[config.mk]
export PLATFORM = sky130hd
export DESIGN_NAME = wb_txn_monitor
export DESIGN_NICKNAME = d
export VERILOG_FILES = /design/src/rtl/wb_txn_monitor.sv
export SDC_FILE = /design/constraint.sdc
export NUM_CORES = 1
export LEC_CHECK = 0
export ABC_CLOCK_PERIOD_IN_PS = 19000
export CAP_MARGIN = 10
export CORE_MARGIN = 4
export CORE_UTILIZATION = 31
export DETAILED_ROUTE_END_ITERATION = 10
export HOLD_SLACK_MARGIN = 0.03
export PLACE_DENSITY = 0.52
export SLEW_MARGIN = 0
export SYNTH_ARGS = -nofsm -noshare
export SYNTH_HDL_FRONTEND = slang
export SYNTH_SLANG_ARGS = --single-unit
[constraint.sdc]
create_clock -name wb_clk_i -period 19 [get_ports wb_clk_i]
set_input_delay 4.75 -clock wb_clk_i [delete_from_list [all_inputs] [get_ports wb_clk_i]]
set_output_delay 4.75 -clock wb_clk_i [all_outputs]
set_load 0.02 [all_outputs]
[src/rtl/wb_txn_monitor.sv]
// Passive Wishbone classic-cycle monitor: records completed transfers into a FIFO,
// flags protocol violations in sticky bits and keeps saturating statistics.
module wb_txn_monitor #(
    parameter int ADDR_W     = 5,
    parameter int DATA_W     = 32,
    parameter int SEL_W      = DATA_W / 8,
    parameter int FIFO_DEPTH = 8,
    parameter int TIMEOUT    = 16,
    parameter int CNT_W      = 16
) (
    input  logic              wb_clk_i,
    input  logic              wb_rst_i,
    input  logic [ADDR_W-1:0] wb_adr_i,
    input  logic [DATA_W-1:0] wb_dat_i,
    input  logic [DATA_W-1:0] wb_dat_o,
    input  logic [SEL_W-1:0]  wb_sel_i,
    input  logic              wb_we_i,
    input  logic              wb_stb_i,
    input  logic              wb_cyc_i,
    input  logic              wb_ack_o,
    input  logic              wb_err_o,
    input  logic              wb_int_o,
    output logic              rec_valid,
    input  logic              rec_ready,
    output logic              rec_we,
    output logic [ADDR_W-1:0] rec_adr,
    output logic [SEL_W-1:0]  rec_sel,
    output logic [DATA_W-1:0] rec_data,
    output logic              rec_err,
    output logic              rec_timeout,
    output logic [CNT_W-1:0]  rec_wait,
    input  logic              clr_i,
    output logic [4:0]        viol_o,
    output logic              overflow_o,
    output logic [CNT_W-1:0]  txn_cnt,
    output logic [CNT_W-1:0]  drop_cnt,
    output logic [CNT_W-1:0]  int_cnt
);
    localparam int PTR_W = $clog2(FIFO_DEPTH);
    localparam logic [PTR_W:0]   FULL_CNT = (PTR_W + 1)'(FIFO_DEPTH);
    localparam logic [CNT_W-1:0] TO_LAST  = CNT_W'(TIMEOUT - 1);

    typedef enum logic [1:0] {ST_IDLE, ST_WAIT, ST_STALL} state_t;

    typedef struct packed {
        logic              we;
        logic [ADDR_W-1:0] adr;
        logic [SEL_W-1:0]  sel;
        logic [DATA_W-1:0] data;
        logic              err;
        logic              timeout;
        logic [CNT_W-1:0]  waits;
    } rec_t;

    function automatic logic [CNT_W-1:0] sat_inc(input logic [CNT_W-1:0] v);
        return (&v) ? v : v + 1'b1;
    endfunction

    state_t            state, state_n;
    logic [ADDR_W-1:0] lat_adr;
    logic [DATA_W-1:0] lat_dat;
    logic [SEL_W-1:0]  lat_sel;
    logic              lat_we;
    logic [CNT_W-1:0]  wait_cnt, wait_n;
    logic              load, push;
    rec_t              push_rec;
    logic [4:0]        viol_set;

    logic req, term;
    assign req  = wb_cyc_i & wb_stb_i;
    assign term = wb_ack_o | wb_err_o;

    always_comb begin
        state_n  = state;
        wait_n   = wait_cnt;
        load     = 1'b0;
        push     = 1'b0;
        push_rec = '0;
        viol_set = '0;
        if (term && !req)
            viol_set[0] = 1'b1;
        if (wb_ack_o && wb_err_o)
            viol_set[1] = 1'b1;
        case (state)
            ST_IDLE: begin
                if (req && term) begin
                    push          = 1'b1;
                    push_rec.we   = wb_we_i;
                    push_rec.adr  = wb_adr_i;
                    push_rec.sel  = wb_sel_i;
                    push_rec.data = wb_we_i ? wb_dat_i : wb_dat_o;
                    push_rec.err  = wb_err_o;
                end else if (req) begin
                    load    = 1'b1;
                    wait_n  = CNT_W'(1);
                    state_n = ST_WAIT;
                end
            end
            ST_WAIT: begin
                if (!req) begin
                    viol_set[3] = 1'b1;
                    state_n     = ST_IDLE;
                end else begin
                    if (lat_adr != wb_adr_i || lat_we != wb_we_i || lat_sel != wb_sel_i ||
                        (lat_we && lat_dat != wb_dat_i))
                        viol_set[2] = 1'b1;
                    push_rec.we   = lat_we;
                    push_rec.adr  = lat_adr;
                    push_rec.sel  = lat_sel;
                    push_rec.data = lat_we ? lat_dat : wb_dat_o;
                    if (term) begin
                        push           = 1'b1;
                        push_rec.err   = wb_err_o;
                        push_rec.waits = wait_cnt;
                        state_n        = ST_IDLE;
                    end else if (wait_cnt >= TO_LAST) begin
                        // The cycle that brings the wait count up to TIMEOUT ends the transfer.
                        viol_set[4]      = 1'b1;
                        push             = 1'b1;
                        wait_n           = sat_inc(wait_cnt);
                        push_rec.timeout = 1'b1;
                        push_rec.waits   = wait_n;
                        state_n          = ST_STALL;
                    end else begin
                        wait_n = sat_inc(wait_cnt);
                    end
                end
            end
            ST_STALL: begin
                if (!req || term)
                    state_n = ST_IDLE;
            end
            default: state_n = ST_IDLE;
        endcase
    end

    always_ff @(posedge wb_clk_i or posedge wb_rst_i) begin
        if (wb_rst_i) begin
            state    <= ST_IDLE;
            wait_cnt <= '0;
            lat_adr  <= '0;
            lat_dat  <= '0;
            lat_sel  <= '0;
            lat_we   <= 1'b0;
        end else begin
            state    <= state_n;
            wait_cnt <= wait_n;
            if (load) begin
                lat_adr <= wb_adr_i;
                lat_dat <= wb_dat_i;
                lat_sel <= wb_sel_i;
                lat_we  <= wb_we_i;
            end
        end
    end

    rec_t             mem [FIFO_DEPTH];
    logic [PTR_W-1:0] wr_ptr, rd_ptr;
    logic [PTR_W:0]   count;
    logic             full, pop, accept, drop;

    assign rec_valid = (count != '0);
    assign full      = (count == FULL_CNT);
    assign pop       = rec_valid & rec_ready;
    assign accept    = push & (!full | pop);
    assign drop      = push & full & !pop;

    always_ff @(posedge wb_clk_i or posedge wb_rst_i) begin
        if (wb_rst_i) begin
            wr_ptr <= '0;
            rd_ptr <= '0;
            count  <= '0;
        end else begin
            if (accept)
                wr_ptr <= wr_ptr + 1'b1;
            if (pop)
                rd_ptr <= rd_ptr + 1'b1;
            case ({accept, pop})
                2'b10:   count <= count + 1'b1;
                2'b01:   count <= count - 1'b1;
                default: count <= count;
            endcase
        end
    end

    always_ff @(posedge wb_clk_i) begin
        if (accept)
            mem[wr_ptr] <= push_rec;
    end

    // Head fields are forced to zero while empty so nothing stale leaks out.
    rec_t head;
    assign head        = rec_valid ? mem[rd_ptr] : '0;
    assign rec_we      = head.we;
    assign rec_adr     = head.adr;
    assign rec_sel     = head.sel;
    assign rec_data    = head.data;
    assign rec_err     = head.err;
    assign rec_timeout = head.timeout;
    assign rec_wait    = head.waits;

    logic int_q;

    always_ff @(posedge wb_clk_i or posedge wb_rst_i) begin
        if (wb_rst_i) begin
            int_q      <= 1'b0;
            viol_o     <= '0;
            overflow_o <= 1'b0;
            txn_cnt    <= '0;
            drop_cnt   <= '0;
            int_cnt    <= '0;
        end else begin
            int_q <= wb_int_o;
            if (clr_i) begin
                viol_o     <= '0;
                overflow_o <= 1'b0;
                txn_cnt    <= '0;
                drop_cnt   <= '0;
                int_cnt    <= '0;
            end else begin
                viol_o <= viol_o | viol_set;
                if (drop)
                    overflow_o <= 1'b1;
                if (push)
                    txn_cnt <= sat_inc(txn_cnt);
                if (drop)
                    drop_cnt <= sat_inc(drop_cnt);
                if (wb_int_o && !int_q)
                    int_cnt <= sat_inc(int_cnt);
            end
        end
    end
endmodule

==> results.md, run 1 <==
* Commonest non-fill, non-tap cells in the layout: edfxtp_1 (480), clkdlybuf4s50_1 (195), mux2i_1 (129)
* Root buffer cell: clkbuf_16
* Total Routed Length at 67.6 mm
* Post-Place Cell Area at 29200 um^2
* Synth Flop Type: edfxtp_1
* Post-DP HPWL at 41.0 mm
* Initial DRC Count at 974
* Routed Antenna Nets at 0
* CTS sink cnt at 605
* Lkg Pwr at 10.9 nW
* M1 WL at 28.5 mm
* Worst hold path depth at 2
* WHS at 491 ps
* Nets at 1871
* Synth warn at 0
* Commonest non-fill, non-tap cell in the layout: edfxtp_1
* FF-to-FF path depth at 8
* Design area at 31400 um^2
* Syn_nets at 1663
* Critical Path End Type: output port
* Async SR Flop Fraction at 0.207
* Outcome: completed
* Fmax at 112 MHz
* CTS max path bufs at 3
* Max Cap Violations at 0
* Crit Path Class: register to output port
* Relative slew slack at 0.184
* Routed vias at 15000
* Top cells by area, synth: edfxtp_1 (56%), dfrtp_1 (12%), mux4_2 (10%)
* Post-cts repair resize count at 0
* Chip height at 297 um
* Worst-Margin Slew at 1220 ps
* Largest net degree at the start of global routing at 67
* Worst EP arrival at 4180 ps
* Row count at 105
* RSZ-0062 raised after global routing: no
* Total grt overflow at 0
* Area grow syn2layout at 20.9%
* CTS Buf Count at 69
* Antenna violations before repair at 11
* Worst hold path type: register to register
* Clock H-tree levels at 3
* Met2 wire len at 33.6 mm
* Slew Viols, Final at 0
* Post-CTS setup buffer count at 0
* I/O pin cnt at 198
* CTS tree: built
* Die outline width at 297 um
* Setup TNS at 0 ps
* Max Used Layer: met5
* Mapped Area at 26000 um^2
* CP Launch Type: register
* Via-to-Cell Ratio at 5.15
* Sequential share of the synthesized area at 0.676
* Reg clk slew, reported paths at 50 ps
* Port bufs at 197
* Cell variety after synth at 57
* Cells after Synth at 1571
* Initial Utilization at 0.315
* DR pass1 iterations at 5
* Cell taking the most area after synthesis: edfxtp_1
* Synth top area share at 0.555
* Area of the core at 82500 um^2
* Pre-CTS setup slack at 10460 ps
* Clock latency at the later pin of the worst-skew pair at 600 ps
* Largest fanout on the critical path at 49
* Final Critical Period at 8930 ps
* Pwr dens at 132 nW/um^2
* Crit share post-route at 0.470
* Gr usage total at 0.150
* WL met3 at 3.78 mm
* Final setup vio count at 0
* Synth Area per Inst at 16.5 um^2
* First-pass GRT wire length at 101 mm
* Synth Register Bits at 605
* GPL Wtd Cong at 0.814
* Wire length per cell at 23.2 um
* Setup ws final at 10070 ps
* Req. time, crit path at 14250 ps
* Post-route DRC at 0
* Vias in the first global route at 15700
* CTS Hold Bufs at 0
* Worst IR Drop VDD at 0.0000729 V
* EDFF count, synth at 480
* Final hold viol count at 0
* Die area at 88400 um^2
* Share of cells above drive strength 1 at 0.176
* Setup Skew at 24.8 ps
[cells in the mapped netlist (5+ instances only)]
| cell | n |
|---|---|
| xor2_1 | 49 |
| a21o_1 | 5 |
| o21ai_0 | 29 |
| mux4_2 | 120 |
| nor3b_1 | 5 |
| clkbuf_1 | 47 |
| a22o_1 | 10 |
| and4_1 | 8 |
| and3_1 | 18 |
| dfrtp_1 | 125 |
| nand4_1 | 13 |
| mux2_2 | 51 |
| nor4b_1 | 5 |
| nand3_1 | 30 |
| a31oi_1 | 13 |
| edfxtp_1 | 480 |
| nand2_1 | 45 |
| xnor2_1 | 13 |
| nor2_1 | 100 |
| nor2b_1 | 9 |
| inv_1 | 12 |
| or3_1 | 7 |
| buf_1 | 18 |
| nor3_1 | 18 |
| o22ai_1 | 32 |
| or4_1 | 21 |
| nor4_1 | 19 |
| buf_2 | 24 |
| mux2i_1 | 129 |
| o31ai_1 | 20 |
| a21oi_1 | 45 |
| ha_1 | 8 |
[flip-flops by register name (all words and copies together) (netlist names)]
register,cells
mem,480
int_q,1
lat_sel,4
viol_o,5
rd_ptr,3
lat_dat,32
count,4
drop_cnt,16
int_cnt,16
wr_ptr,3
overflow_o,1
txn_cnt,16
wait_cnt,16
lat_adr,5
lat_we,1
state,2
[cell families (layout without fill, tap and decap cells)]
kind of cell             after synthesis  in the layout  share of synthesized area
XOR/XNOR                              62             62                     0.0209
AO/OA/AOI/OAI                        178            178                     0.0435
multiplexers                         300            300                      0.176
AND/OR/NAND/NOR                      314            314                     0.0630
other                                  0              4                          0
flip-flops                           605            605                      0.676
buffers and inverters                103            366                     0.0164
adder cells (fa/ha/maj)                9              9                    0.00463
[cell type report]
type,instances,area (um^2)
diodes,4,10.0
clock buffers,95,1930
clock inverters,31,249
fillers,7736,51100
inverters,12,50.0
multi-input cells,863,8060
flip-flops and latches,605,17600
well taps,1070,1340
repair buffers,228,2190
[critical path, cell delays in order (launching register included)]
cell and delay, ps:
dfrtp_4 990, buf_4 890, mux4_2 610, mux2i_1 430, nor2_1 80, clkdlybuf4s50_1 550
[routing by layer]
metal,GRT usage,vias to the layer above
li1,-,6685
met1,0.190,7819
met2,0.258,364
met3,0.0344,101
met4,0.0429,12
met5,0.0108,-
[power by group]
group,switching (W),total (W),leakage [nW],internal (W)
Sequential,0.000118,0.00164,6.03,0.00153
Clock,0.000523,0.00128,1.06,0.000753
Combinational,0.000633,0.00123,3.77,0.000596
Total,0.00127,0.00415,10.9,0.00287
[per-stage QoR]
| step | total power (W) | utilization | cells |
|---|---|---|---|
| 2_1_floorplan | 0.00241 | - | 1571 |
| 3_3_place_gp | 0.00293 | 0.354 | 2778 |
| 3_5_place_dp | 0.00294 | 0.354 | 2778 |
| 4_1_cts | 0.00423 | 0.380 | 2904 |
| 5_1_grt | 0.00436 | 0.380 | 2906 |
| 6_report | 0.00415 | 0.380 | 2908 |
[worst paths after layout]
path | from | endpoint | slack, ps
hold reg to reg | viol_o[1]$_DFF_PP0_ | viol_o[1]$_DFF_PP0_ | 490
setup / recovery | rd_ptr[0]$_DFFE_PP0P_ | rec_data[0] | 10070
hold / removal | viol_o[1]$_DFF_PP0_ | viol_o[1]$_DFF_PP0_ | 490
max in group asynchronous | wb_rst_i | rd_ptr[2]$_DFFE_PP0P_ | 12890
setup reg to reg | wait_cnt[0]$_DFFE_PP0P_ | mem[5][11]$_DFFE_PP_ | 15230
min in group asynchronous | wb_rst_i | lat_dat[30]$_DFFE_PP0P_ | 4650
Note: power is estimated with default switching activity, not from simulation.
==> inputs of run 2 (changes only) <==
--- a/config.mk
+++ b/config.mk
@@ -5,7 +5,7 @@
 export SDC_FILE = /design/constraint.sdc
 export NUM_CORES = 1
 export LEC_CHECK = 0
-export ABC_CLOCK_PERIOD_IN_PS = 19000
+export ABC_CLOCK_PERIOD_IN_PS = 8300
 export CAP_MARGIN = 10
 export CORE_MARGIN = 4
 export CORE_UTILIZATION = 31
==> constraint.sdc (replaced) <==
create_clock -name wb_clk_i -period 8.3 [get_ports wb_clk_i]
set_input_delay 2.075 -clock wb_clk_i [delete_from_list [all_inputs] [get_ports wb_clk_i]]
set_output_delay 2.075 -clock wb_clk_i [all_outputs]
set_load 0.02 [all_outputs]
==> run 2 against run 1 <==
Design area grew 0.65%. Utilization grew 0.25 points. Sequential cell count unchanged. First-iteration DRC count fell by 2.8%. Combinational power is 130% higher. Clock power grew 140%. Cell count increased by 0.14%. Via count increased by 0.16%. Critical path type unchanged. Critical endpoint unchanged. Highest routed layer is now met4.
==> results.md, run 2 (synthesized netlist as in run 1, its figures left out) <==
* Max reg flops at 480 (unchanged)
* Largest delay contributor family on the critical path: buffers and inverters
* FF/Latch Area at 17600 um^2 (unchanged)
* CTS Hold Bufs at 0 (unchanged)
* DR pass1 iterations at 5 (unchanged)
* Area grow syn2layout at 21.7%
* Largest net degree at the start of global routing at 66 (-1.5%)
* Die outline width at 297 um (unchanged)
* Critical Path End Type: output port
* Routed Antenna Nets at 0 (unchanged)
* Commonest non-fill, non-tap cell in the layout: edfxtp_1
* I/O pin cnt at 198 (unchanged)
* Die area at 88400 um^2 (unchanged)
* Top Registers: mem: 480 flops, lat_dat: 32 flops
* FF-to-FF End: mem[0][43]$_DFFE_PP_
* Port bufs at 197 (unchanged)
* Area of the core at 82500 um^2 (unchanged)
* Antenna violations before repair at 7 (-4)
* Chip height at 297 um (unchanged)
* Worst EP arrival at 3730 ps (-450 ps)
* Worst R2R Setup Slack at 4600 ps (-10630 ps)
* Req. time, crit path at 6230 ps (-8020 ps)
* CP max stage cell: dfrtp_4
* Post-CTS setup buffer count at 0 (unchanged)
* Clock latency at the later pin of the worst-skew pair at 600 ps (about the same)
* Worst hold path type: register to register
* Wire length per cell at 23.5 um (+1.2%)
* Worst hold path depth at 2 (unchanged)
* Non-filler cells, final at 2912 (+0.14%)
* Most flops, register: mem
* Relative slew slack at 0.211 (+0.0269)
* WHS at 501 ps (+9.27 ps)
* Launching point of the worst reg2reg path: wait_cnt[0]$_DFFE_PP0P_
* Max Cap Violations at 0 (unchanged)
* Routed vias at 15000 (+0.16%)
* Final Power at 0.00969 W (+130%)
* Lkg Pwr at 10.9 nW (+0.84%)
* Total grt overflow at 0 (unchanged)
* Commonest non-fill, non-tap cells in the layout: edfxtp_1 (480), clkdlybuf4s50_1 (195), mux2i_1 (129)
* Pre-CTS setup slack at 2790 ps (-7670 ps)
* Worst Min Path Start: viol_o[3]$_DFF_PP0_
* CTS Buf Count at 70 (+1.4%)
* Fmax at 172 MHz
* Max incr delay on CP at 950 ps (-40 ps)
* First-pass GRT wire length at 103 mm (+1.5%)
* Pwr dens at 307 nW/um^2 (+130%)
* Slew Viols, Final at 0 (unchanged)
* Largest fanout on the critical path at 38 (-22%)
* Setup Skew at 24.6 ps (-0.222 ps)
* Initial DRC Count at 947 (-2.8%)
* Total Routed Length at 68.5 mm (+1.3%)
* Footprint of the multi-input gates at 8070 um^2 (about the same)
* Root buffer cell: clkbuf_16
* Gr usage total at 0.152 (+0.00231)
* RSZ-0062 raised after global routing: no
* Crit Path Class: register to output port
* Final hold viol count at 0 (unchanged)
* CTS sink cnt at 605 (unchanged)
* Final Critical Period at 5810 ps
* Initial Utilization at 0.315 (unchanged)
* FF-to-FF path depth at 8 (unchanged)
* Worst-Margin Slew at 1170 ps (-48.2 ps)
* Share of cells above drive strength 1 at 0.185 (+0.00917)
* CTS tree: built
* Crit path buf inv count at 2 (unchanged)
* Via-to-Cell Ratio at 5.15 (about the same)
* Clock H-tree levels at 3 (unchanged)
* Row count at 105 (unchanged)
* Setup ws final at 2490 ps (-7570 ps)
* Nets at 1872 (+0.053%)
* CP Launch Type: register
* Hold Path End: viol_o[3]$_DFF_PP0_
* Final setup vio count at 0 (unchanged)
* CTS max path bufs at 3 (unchanged)
* Vias in the first global route at 15900 (+1.4%)
* Critical path, cell by cell: buf_4 > mux4_2 > mux2i_1 > nor2_1 > clkdlybuf4s50_1
* Post-cts repair resize count at 0 (unchanged)
* Outcome: completed
* Worst IR Drop VDD at 0.000138 V (+90%)
* Crit share post-route at 0.700
* Post-DP HPWL at 41.7 mm (+1.7%)
* GPL Wtd Cong at 0.786 (-3.4%)
* Filler cells at 7635 (-1.3%)
* Post-route DRC at 0 (unchanged)
* Reg clk slew, reported paths at 60 ps (about the same)
* Placed insts at 2778 (unchanged)
-- run 2: changes by cell type in the layout (fill, tap and decap cells not counted), sizes merged --
cell      before  now
clkinvlp       2    5
clkbuf        95   96
inv           16   14
diode          4    7
clkinv        22   19
bufinv         3    5
-- run 2: final cells by class --
type | instances | share of cell area
antenna | 7 | 0.000554
clock buffer | 96 | 0.0640
clock inverter | 31 | 0.0103
inverter | 12 | 0.00158
multi-input combinational | 863 | 0.255
sequential | 605 | 0.556
tap | 1070 | 0.0424
timing repair buffer | 228 | 0.0702
-- run 2: worst max-delay path by stage --
stage | from | to | slack [ps] | cells past startpoint
after floorplan | wb_cyc_i | mem[2][0]$_DFFE_PP_ | -1400 | 5
after CTS | rd_ptr[0]$_DFFE_PP0P_ | rec_wait[9] | 2280 | 5
after detailed placement | wb_cyc_i | mem[0][43]$_DFFE_PP_ | 2790 | 8
after global routing | rd_ptr[0]$_DFFE_PP0P_ | rec_data[0] | 2170 | 5
after global placement | wb_cyc_i | mem[4][57]$_DFFE_PP_ | 2840 | 8
final | rd_ptr[0]$_DFFE_PP0P_ | rec_data[0] | 2490 | 5
-- run 2: per-stage QoR --
| step | utilization | cell area, um^2 | TNS [ps] |
|---|---|---|---|
| 2_1_floorplan | - | 26000 | -218520 |
| 3_3_place_gp | 0.354 | 29200 | 0 |
| 3_5_place_dp | 0.354 | 29200 | 0 |
| 4_1_cts | 0.383 | 31600 | 0 |
| 5_1_grt | 0.383 | 31600 | 0 |
| 6_report | 0.383 | 31600 | 0 |
-- run 2: where the power goes --
group          internal, W  total (W)  switching [W]
Clock              0.00187    0.00309        0.00122
Combinational      0.00137    0.00281        0.00144
Sequential         0.00349    0.00379       0.000295
Total              0.00673    0.00969        0.00296
-- run 2: per-layer routing --
metal | vias to the layer above | track usage | share of wire
li1 | 6709 | - | -
met2 | 369 | 0.254 | 0.49
met5 | - | 0 | 0
met1 | 7825 | 0.199 | 0.43
met3 | 102 | 0.0333 | 0.051
met4 | 0 | 0.0501 | 0.029
-- run 2: worst min-delay path: stages (launching register included) --
cell and delay [ps]:
dfrtp_1 340, a21oi_1 40, nor2_1 80
==> inputs of run 3 (changes only) <==
--- a/config.mk
+++ b/config.mk
@@ -5,7 +5,7 @@
 export SDC_FILE = /design/constraint.sdc
 export NUM_CORES = 1
 export LEC_CHECK = 0
-export ABC_CLOCK_PERIOD_IN_PS = 8300
+export ABC_CLOCK_PERIOD_IN_PS = 5500
 export CAP_MARGIN = 10
 export CORE_MARGIN = 4
 export CORE_UTILIZATION = 31
==> constraint.sdc (replaced) <==
create_clock -name wb_clk_i -period 5.5 [get_ports wb_clk_i]
set_input_delay 1.375 -clock wb_clk_i [delete_from_list [all_inputs] [get_ports wb_clk_i]]
set_output_delay 1.375 -clock wb_clk_i [all_outputs]
set_load 0.02 [all_outputs]
==> run 3 against run 2 <==
First-iteration DRC count grew 23%. Register-to-register slack lost 2500 ps. Die area is the same. Clock power grew 51%. Highest routed layer is now met5.
==> results.md, run 3 (synthesized netlist as in run 1, its figures left out) <==
* Outcome: completed
* GPL Wtd Cong at 0.821 (+4.5%)
* Crit Path Class: register to output port
* Critical Path End Type: output port
* Wire length per cell at 23.3 um (-1.0%)
* Share of cells above drive strength 1 at 0.189 (+0.00380)
* Setup ws final at 783 ps (-1710 ps)
* Lkg Pwr at 11.1 nW (+1.4%)
* Pwr dens at 463 nW/um^2 (+51%)
* Fmax at 212 MHz
* CTS sink cnt at 605 (unchanged)
* Slew Viols, Final at 0 (unchanged)
* Max incr delay on CP at 770 ps (-180 ps)
* CTS Buf Count at 71 (+1.4%)
* CP Launch Type: register
* DR pass1 iterations at 5 (unchanged)
* CTS Hold Bufs at 0 (unchanged)
* Most flops, register: mem
* Die area at 88400 um^2 (unchanged)
* Post-route DRC at 0 (unchanged)
* CTS tree: built
* First-pass GRT wire length at 103 mm (about the same)
* Relative slew slack at 0.228 (+0.0167)
* I/O pin cnt at 198 (unchanged)
* Vias in the first global route at 15900 (+0.20%)
* RSZ-0062 raised after global routing: no
* Worst-Margin Slew at 1160 ps (-12.7 ps)
* Setup TNS at 0 ps (unchanged)
* Sw frac at 0.306 (+0.000865)
* Filler cells at 7628 (-0.092%)
* Reg power frac at 0.383 (-0.008)
* Post-Place Cell Area at 29600 um^2 (+1.1%)
* Gr usage total at 0.152 (-0.000920)
* CP max stage cell: dfrtp_4
* Clock latency at the later pin of the worst-skew pair at 590 ps (about the same)
* Routed vias at 15100 (+0.48%)
* Largest net degree at the start of global routing at 65 (-1.5%)
* Final Critical Period at 4720 ps
* Worst IR Drop VDD at 0.000242 V (+75%)
* Routed Antenna Nets at 0 (unchanged)
* Root buffer cell: clkbuf_16
* Final hold viol count at 0 (unchanged)
* Clock H-tree levels at 3 (unchanged)
* Pre-CTS setup slack at 822 ps (-1970 ps)
* P_sw at 0.00452 W (+53%)
* Worst hold path type: register to register
* Top Registers: mem: 480 flops, lat_dat: 32 flops
* Worst EP arrival at 3340 ps (-390 ps)
* Die outline width at 297 um (unchanged)
* Met3 global-route usage at 0.0277 (-0.00562)
* Port bufs at 197 (unchanged)
* Crit share post-route at 0.858
* CTS max path bufs at 3 (unchanged)
* FF/Latch Area at 17600 um^2 (unchanged)
* Req. time, crit path at 4120 ps (-2110 ps)
* GRT met1 Usage at 0.193 (-0.00572)
* Area of the core at 82500 um^2 (unchanged)
* Post-DP HPWL at 42.8 mm (+2.7%)
* Total Routed Length at 68.1 mm (-0.62%)
* Initial Utilization at 0.315 (unchanged)
* Largest fanout on the critical path at 46 (+21%)
* Comb power frac at 0.300 (+0.010)
* Total grt overflow at 0 (unchanged)
* Post-cts repair resize count at 0 (unchanged)
* Antenna violations before repair at 3 (-4)
* Via-to-Cell Ratio at 5.16 (about the same)
* Clock share of power at 0.317 (-0.002)
* Busiest metal layer after global routing: met2
* Final setup vio count at 0 (unchanged)
* Int Pwr at 0.0103 W (+52%)
* Commonest non-fill, non-tap cell in the layout: edfxtp_1
* Area grow syn2layout at 22.9%
* Max Cap Violations at 0 (unchanged)
* Setup Skew at 16.0 ps (-8.60 ps)
* Design area at 31900 um^2 (+1.0%)
* Reg clk slew, reported paths at 60 ps (about the same)
* Initial DRC Count at 1163 (+23%)
* Post-CTS setup buffer count at 0 (unchanged)
* Row count at 105 (unchanged)
* Global Route met2 Usage at 0.267 (+0.0136)
* Max reg flops at 480 (unchanged)
* Critical path, cell by cell: buf_12 > mux4_2 > mux2i_1 > nor2_1 > clkdlybuf4s50_1
* Commonest non-fill, non-tap cells in the layout: edfxtp_1 (480), clkdlybuf4s50_1 (195), mux2i_1 (129)
* Chip height at 297 um (unchanged)
* Footprint of the multi-input gates at 8120 um^2 (+0.60%)
* Nets at 1886 (+0.75%)
-- run 3: power by group through the flow --
stage / Combinational [W] / Sequential [W] / Clock (W)
finish: 0.00443 / 0.00566 / 0.00468
global route: 0.00478 / 0.00571 / 0.00500
CTS: 0.00459 / 0.00568 / 0.00482
detailed placement: 0.00457 / 0.00577 / 0
global placement: 0.00455 / 0.00575 / 0
floorplan: 0.00284 / 0.00549 / 0
-- run 3: cell type report --
cell class,instances,share of cell area
flip-flops and latches,605,0.550
multi-input cells,863,0.254
repair buffers,241,0.0781
clock buffers,98,0.0643
well taps,1070,0.0419
clock inverters,32,0.00964
inverters,12,0.00157
diodes,3,0.000235
-- run 3: metrics by stage --
step                      hold WS [ps]  total power [W]  std cells   util
after floorplan                    479          0.00833       1571      -
after global placement             491           0.0103       2791  0.358
after detailed placement           499           0.0103       2791  0.358
after CTS                          514           0.0151       2921  0.387
after global routing               532           0.0155       2921  0.387
final                              506           0.0148       2924  0.387
-- run 3: routing by layer --
layer	vias up	part of all wire
met5	-	0.00019
met1	7884	0.43
li1	6731	-
met3	90	0.045
met4	2	0.016
met2	370	0.51
-- run 3: worst max-delay path: cells and delay by family, from the launching register on --
kind,cells,cell delay (ps)
DFF,1,770
muxes,2,870
and+or+nand+nor,1,70
buffers and inverters,2,990
-- run 3: path summary, 6_finish.rpt --
path / slack [ps] / cells past startpoint / from / endpoint
max: 780 / 5 / rd_ptr[0]$_DFFE_PP0P_ / rec_data[26]
min: 510 / 2 / viol_o[1]$_DFF_PP0_ / viol_o[1]$_DFF_PP0_
max reg2reg: 2090 / 7 / wait_cnt[0]$_DFFE_PP0P_ / mem[4][53]$_DFFE_PP_
min reg2reg: 510 / 2 / viol_o[1]$_DFF_PP0_ / viol_o[1]$_DFF_PP0_
max in group asynchronous: 3290 / 3 / wb_rst_i / rd_ptr[1]$_DFFE_PP0P_
min in group asynchronous: 1310 / 2 / wb_rst_i / lat_dat[8]$_DFFE_PP0P_
